--- src/rtl/folded_fir_ctrl.sv ---
// rtl/folded_fir_ctrl.sv - Sequencer for the 5-tap folded FIR with one shared MAC
//
// Purpose:
//   Drives the folded FIR datapath from the single fast clock. Every sample
//   takes TAPS MAC cycles. The first of them raises sample_en and acc_clr,
//   and the cycle after the last one raises out_valid. A run processes the
//   number of samples captured at start. hold freezes the sequence without
//   losing or repeating a MAC cycle.
//
// Optional feature (macro FOLDED_FIR_CTRL_COEF_REG_EN):
//   Adds an internal bank of TAPS signed coefficients with a write port.
//   Adds coef_out, which is registered coef[tap_sel] and changes with
//   tap_sel. Without the macro the datapath muxes its external c0..c4 by
//   tap_sel.
//
// Ports:
//   clk100       in   system clock, rising edge
//   rstn         in   asynchronous active-low reset
//   start        in   begin a run (sampled only in IDLE)
//   num_samples  in   samples to process, captured with start
//   hold         in   stall; freezes the sequence while high
//   busy         out  run in progress
//   done         out  one-cycle end-of-run pulse
//   tap_sel      out  tap index of the current MAC cycle
//   mem_addr     out  input-memory address of the current sample
//   sample_en    out  shift the delay line / load a new sample (tap 0)
//   acc_clr      out  accumulator loads the product instead of adding (tap 0)
//   acc_en       out  MAC cycle active
//   out_valid    out  accumulator holds a finished output
//   coef_we      in   coefficient write enable     (optional)
//   coef_waddr   in   coefficient write index      (optional)
//   coef_wdata   in   coefficient write data       (optional)
//   coef_out     out  coefficient for tap_sel      (optional)

module folded_fir_ctrl #(
  parameter int TAPS   = 5,
  parameter int TAP_W  = 3,
  parameter int ADDR_W = 8,
  parameter int COEF_W = 12
) (
  input  logic                     clk100,
  input  logic                     rstn,
  input  logic                     start,
  input  logic [ADDR_W-1:0]        num_samples,
  input  logic                     hold,
  output logic                     busy,
  output logic                     done,
  output logic [TAP_W-1:0]         tap_sel,
  output logic [ADDR_W-1:0]        mem_addr,
  output logic                     sample_en,
  output logic                     acc_clr,
  output logic                     acc_en,
  output logic                     out_valid
`ifdef FOLDED_FIR_CTRL_COEF_REG_EN
  ,
  input  logic                     coef_we,
  input  logic [TAP_W-1:0]         coef_waddr,
  input  logic [COEF_W-1:0]        coef_wdata,
  output logic signed [COEF_W-1:0] coef_out
`endif
);

  typedef enum logic {IDLE = 1'b0, RUN = 1'b1} state_t;

  localparam logic [TAP_W-1:0] LAST_TAP = TAP_W'(TAPS - 1);

  if (((1 << TAP_W) < TAPS) || (COEF_W < 1)) begin : g_bad_params
    $error("folded_fir_ctrl: TAP_W too narrow for TAPS, or COEF_W < 1");
  end

  state_t            state, state_d;
  logic [ADDR_W-1:0] n_reg, n_d;
  logic              busy_d, done_d, sample_en_d, acc_clr_d, acc_en_d, out_valid_d;
  logic [TAP_W-1:0]  tap_d;
  logic [ADDR_W-1:0] addr_d;

  // The registered tap_sel/mem_addr always name the most recently issued
  // MAC cycle. A held cycle (acc_en=0) keeps that position, so releasing
  // hold simply advances from it: nothing is lost and nothing is repeated.
  logic last_issue;
  logic last_sample;
  assign last_issue  = acc_en && (tap_sel == LAST_TAP);
  assign last_sample = (mem_addr == (n_reg - ADDR_W'(1)));

  always_ff @(posedge clk100 or negedge rstn) begin
    if (!rstn) begin
      state     <= IDLE;
      n_reg     <= '0;
      busy      <= 1'b0;
      done      <= 1'b0;
      tap_sel   <= '0;
      mem_addr  <= '0;
      sample_en <= 1'b0;
      acc_clr   <= 1'b0;
      acc_en    <= 1'b0;
      out_valid <= 1'b0;
    end else begin
      state     <= state_d;
      n_reg     <= n_d;
      busy      <= busy_d;
      done      <= done_d;
      tap_sel   <= tap_d;
      mem_addr  <= addr_d;
      sample_en <= sample_en_d;
      acc_clr   <= acc_clr_d;
      acc_en    <= acc_en_d;
      out_valid <= out_valid_d;
    end
  end

  always_comb begin
    state_d     = state;
    n_d         = n_reg;
    busy_d      = busy;
    done_d      = 1'b0;
    tap_d       = tap_sel;
    addr_d      = mem_addr;
    sample_en_d = 1'b0;
    acc_clr_d   = 1'b0;
    acc_en_d    = 1'b0;
    out_valid_d = 1'b0;

    case (state)
      IDLE: begin
        if (start) begin
          if (num_samples != '0) begin
            n_d         = num_samples;
            state_d     = RUN;
            busy_d      = 1'b1;
            tap_d       = '0;
            addr_d      = '0;
            sample_en_d = 1'b1;
            acc_clr_d   = 1'b1;
            acc_en_d    = 1'b1;
          end else begin
            // An empty run completes at once.
            done_d = 1'b1;
          end
        end
      end

      RUN: begin
        // The output of a finished sample appears in the cycle after its
        // last tap, even if hold rises in that same cycle.
        out_valid_d = last_issue;
        if (last_issue && last_sample) begin
          state_d = IDLE;
          busy_d  = 1'b0;
          done_d  = 1'b1;
          tap_d   = '0;
          addr_d  = mem_addr + ADDR_W'(1);
        end else if (!hold) begin
          acc_en_d = 1'b1;
          if (tap_sel == LAST_TAP) begin
            tap_d       = '0;
            addr_d      = mem_addr + ADDR_W'(1);
            sample_en_d = 1'b1;
            acc_clr_d   = 1'b1;
          end else begin
            tap_d = tap_sel + TAP_W'(1);
          end
        end
      end

      default: begin
        state_d = IDLE;
        busy_d  = 1'b0;
      end
    endcase
  end

`ifdef FOLDED_FIR_CTRL_COEF_REG_EN
  logic signed [COEF_W-1:0] coef [TAPS];
  logic                     coef_wr_ok;

  // Writes are accepted only between runs, so coefficients never change under
  // a running sequence.
  assign coef_wr_ok = coef_we && !busy && (int'(coef_waddr) < TAPS);

  always_ff @(posedge clk100 or negedge rstn) begin
    if (!rstn) begin
      for (int i = 0; i < TAPS; i++) begin
        coef[i] <= '0;
      end
      coef_out <= '0;
    end else begin
      if (coef_wr_ok) begin
        coef[coef_waddr] <= coef_wdata;
      end
      // Look up the tap that tap_sel takes next, so that coef_out and tap_sel
      // change on the same edge. A write to that tap in the same cycle is
      // forwarded.
      if (coef_wr_ok && (coef_waddr == tap_d)) begin
        coef_out <= coef_wdata;
      end else begin
        coef_out <= coef[tap_d];
      end
    end
  end
`endif

endmodule

--- config.mk ---
export PLATFORM = sky130hd
export DESIGN_NAME = folded_fir_ctrl
export DESIGN_NICKNAME = d
export VERILOG_FILES = /design/src/rtl/folded_fir_ctrl.sv
export SDC_FILE = /design/constraint.sdc
export NUM_CORES = 1
export LEC_CHECK = 0
export BUFFER_PORTS_ARGS = -buffer_cell sky130_fd_sc_hd__buf_4
export CORE_MARGIN = 3
export CORE_UTILIZATION = 27
export DETAILED_ROUTE_END_ITERATION = 7
export GPL_TIMING_DRIVEN = 0
export SETUP_SLACK_MARGIN = 0.3
export SYNTH_ARGS = -nofsm -noshare
export SYNTH_HDL_FRONTEND = slang
export SYNTH_SLANG_ARGS = --single-unit
--- constraint.sdc ---
create_clock -name clk100 -period 4.8 [get_ports clk100]
set_input_delay 0 -clock clk100 [delete_from_list [all_inputs] [get_ports clk100]]
set_output_delay 0 -clock clk100 [all_outputs]
set_load 0.02 [all_outputs]
==> results.cfg <==
[cells_and_area]
finalCoreUtilization_pct = 36.7
fin_nets = 221
multiInputGateArea_um2 = 754
fillers = 564
layout-drive-gt1-share_pct = 22.5
antenna_cells = 0
seq_area_um2 = 626
fin_area_mm2 = 0.00191
area_growth_pct = 29.7

[place]
dpl_cell_area_mm2 = 0.00177
preCtsSetupSlack_ps = 2090
io_buffers = 28
dp_hpwl_um = 2700
gp_congestion = 0.906

[logic_synthesis]
synth_area_leaders = dfrtp_1, nand2_1, xnor2_1
syn_area_mm2 = 0.00147
ys_seq_elements = 25
yosysWarnings = 0
syn_area_per_cell_um2 = 9.03
synth_top_area_share_pct = 42.5
syn_inst = 163
ys_types = 45
ys_async_sr_fraction_pct = 100
seq_area_frac_synth_pct = 42.5
yosys.area.top_type = dfrtp_1
synth.most_common_cell = nand2_1
synthFlopType = dfrtp_1
syn_nets = 179
netlist_top_cells_count = nand2_1, dfrtp_1, o21ai_0
synth-edff-count = 0

[global_routing]
grt_pass1_wl_um = 6190
first_global_vias = 1355
top_usage_layer = met2
gr-usage-met2_pct = 21.6
antenna_found_initial = 0
use_met1_pct = 15.5
grtUsageTotal_pct = 12.4
use_met3_pct = 1.02
grt_max_degree = 26
grt-ovfl-total = 0

[worst_setup_path]
required_ps = 5000
worstReg2RegStart = n_reg[0]$_DFFE_PN0P_
startpoint_type = flip-flop
crit_type = reg2reg
crit_slowest_cell = or4_1
startpoint = n_reg[0]$_DFFE_PN0P_
arrival_ps = 2950
crit_chain = inv_1, ha_1, or3b_4, nor4_1, o211ai_1, a311o_2, and2_4, or4_1, o211ai_1
setup.worst_path.end_class = flip-flop
critPathMostFrequentCell = o211ai_1
cp_max_fo = 8
crit_path_max_incr_delay_ps = 470

[floorplan]
ioPinCount = 29
core_mm2 = 0.00520
start_util_pct = 28.3
die_w_um = 79.8
die_h_um = 79.8
die-area_mm2 = 0.00637
fp-row-count = 26

[sta]
setup_violations = 0
period_share_pct = 57.5
hold_viol = 0
drv_slew = 0
fmax_mhz = 363
worstMarginPinSlew_ps = 547
rsz0062_at_grt = no
finalCriticalPeriod_ps = 2760
finalWorstSetupSlack_ps = 2040
slew_headroom_pct = 63.2
finalClockSkew_ps = 6.21
holdWs_ps = 43.3
finalSetupTns_ps = 0

[clock_network]
cts_buffers = 3
clk_latency_ps = 280
htreeDepth = 1
cts_buffer_depth = 2
cts_sinks = 25
cts_tree = yes
cts_root_buf = clkbuf_8
cts.clk_slew.worst_paths_ps = 100

[pwr]
leakage_nw = 0.862
p_per_area_mw_per_mm2 = 558
vdd_drop_max_uv = 279

[route]
ant_nets = 0
postRouteWirelength_um = 3670
route.detailed.wl_per_inst_um = 13.4
first_iter_violations = 56
vias = 1310
drc = 0
drt_pre_antenna_iters = 4
viasPerCell = 4.78

[job]
max_cap_violations = 0

[status]
status = finished clean

[min_path]
min_from = hold
hold_path_class = in2reg
path summary, 6_finish.rpt:
kind / cells past startpoint / end / slack, ps
max in group asynchronous: 2 / mem_addr[3]$_DFFE_PN0P_ / 4390
min reg2reg: 2 / n_reg[7]$_DFFE_PN0P_ / 510
max: 9 / mem_addr[4]$_DFFE_PN0P_ / 2040
min in group asynchronous: 2 / n_reg[0]$_DFFE_PN0P_ / 160
max reg2reg: 9 / mem_addr[4]$_DFFE_PN0P_ / 2040
min: 3 / acc_en$_DFF_PN0_ / 40
cells in the final DEF (no fill, tap or decap), types with 2 or more instances in the layout:
master / n
nand2_1: 35
buf_4: 29
dfrtp_1: 25
o21ai_0: 10
dlygate4sd3_1: 9
inv_1: 8
nor2_1: 8
nor3_1: 6
xnor2_1: 6
nand3_1: 6
clkbuf_8: 5
a21oi_1: 5
o211ai_1: 4
ha_1: 4
nor4_1: 3
a21o_2: 2
nand4_1: 2
xor2_1: 2
a211o_1: 2
a31oi_1: 2
nand2b_1: 2
or2_2: 2
a41o_1: 2
or4_1: 2
power breakdown:
part           internal [mW]  total (mW)  switching [mW]  leakage (nW)
registers              0.292       0.403           0.110         0.307
clock network         0.0590       0.131          0.0724        0.0217
logic                  0.256       0.530           0.274         0.533
total                  0.607        1.06           0.456         0.862
layout make-up:
cell class | count | share of cell area [%]
clock buffers | 3 | 2.16
clock inverters | 1 | 0.393
plain buffers | 6 | 3.02
multi-input cells | 123 | 39.5
well taps | 70 | 4.59
repair buffers | 37 | 15.7
inverters | 9 | 1.77
flip-flops and latches | 25 | 32.8
metrics by stage:
step,cells,power (mW)
3_3_place_gp,261,0.926
2_1_floorplan,163,0.760
3_5_place_dp,261,0.937
5_1_grt,274,1.16
6_report,274,1.06
4_1_cts,274,1.08
logic make-up after synthesis:
family          synth area share, %
mux                           0.680
compound gates                 17.8
fa+ha+maj                      3.40
xor+xnor                       4.76
flops                          42.5
buf+inv                        6.21
simple gates                   24.7
routing by layer:
metal | vias up | part of all wire, % | wire length, um
li1 | 660 | - | -
met1 | 625 | 45 | 1670
met2 | 18 | 50 | 1850
met3 | 7 | 1.8 | 65
met4 | 0 | 2.5 | 91
met5 | - | 0 | 0
worst max-delay path, delay by kind of cell, from the launching register on:
family                   cells  cell delay [ps]
AO/OA/AOI/OAI                3              670
adder cells (fa/ha/maj)      1              190
buffers and inverters        1              100
flip-flops                   1              450
AND/OR/NAND/NOR              4             1260
timing repair:
action	4_1_cts	5_1_grt
hold buffers	9	0
setup endpoints to repair	0	0
hold endpoints to repair	33	0
gates resized for setup	0	0
buffers inserted	0	0
Power figures use the tool's default switching activity.
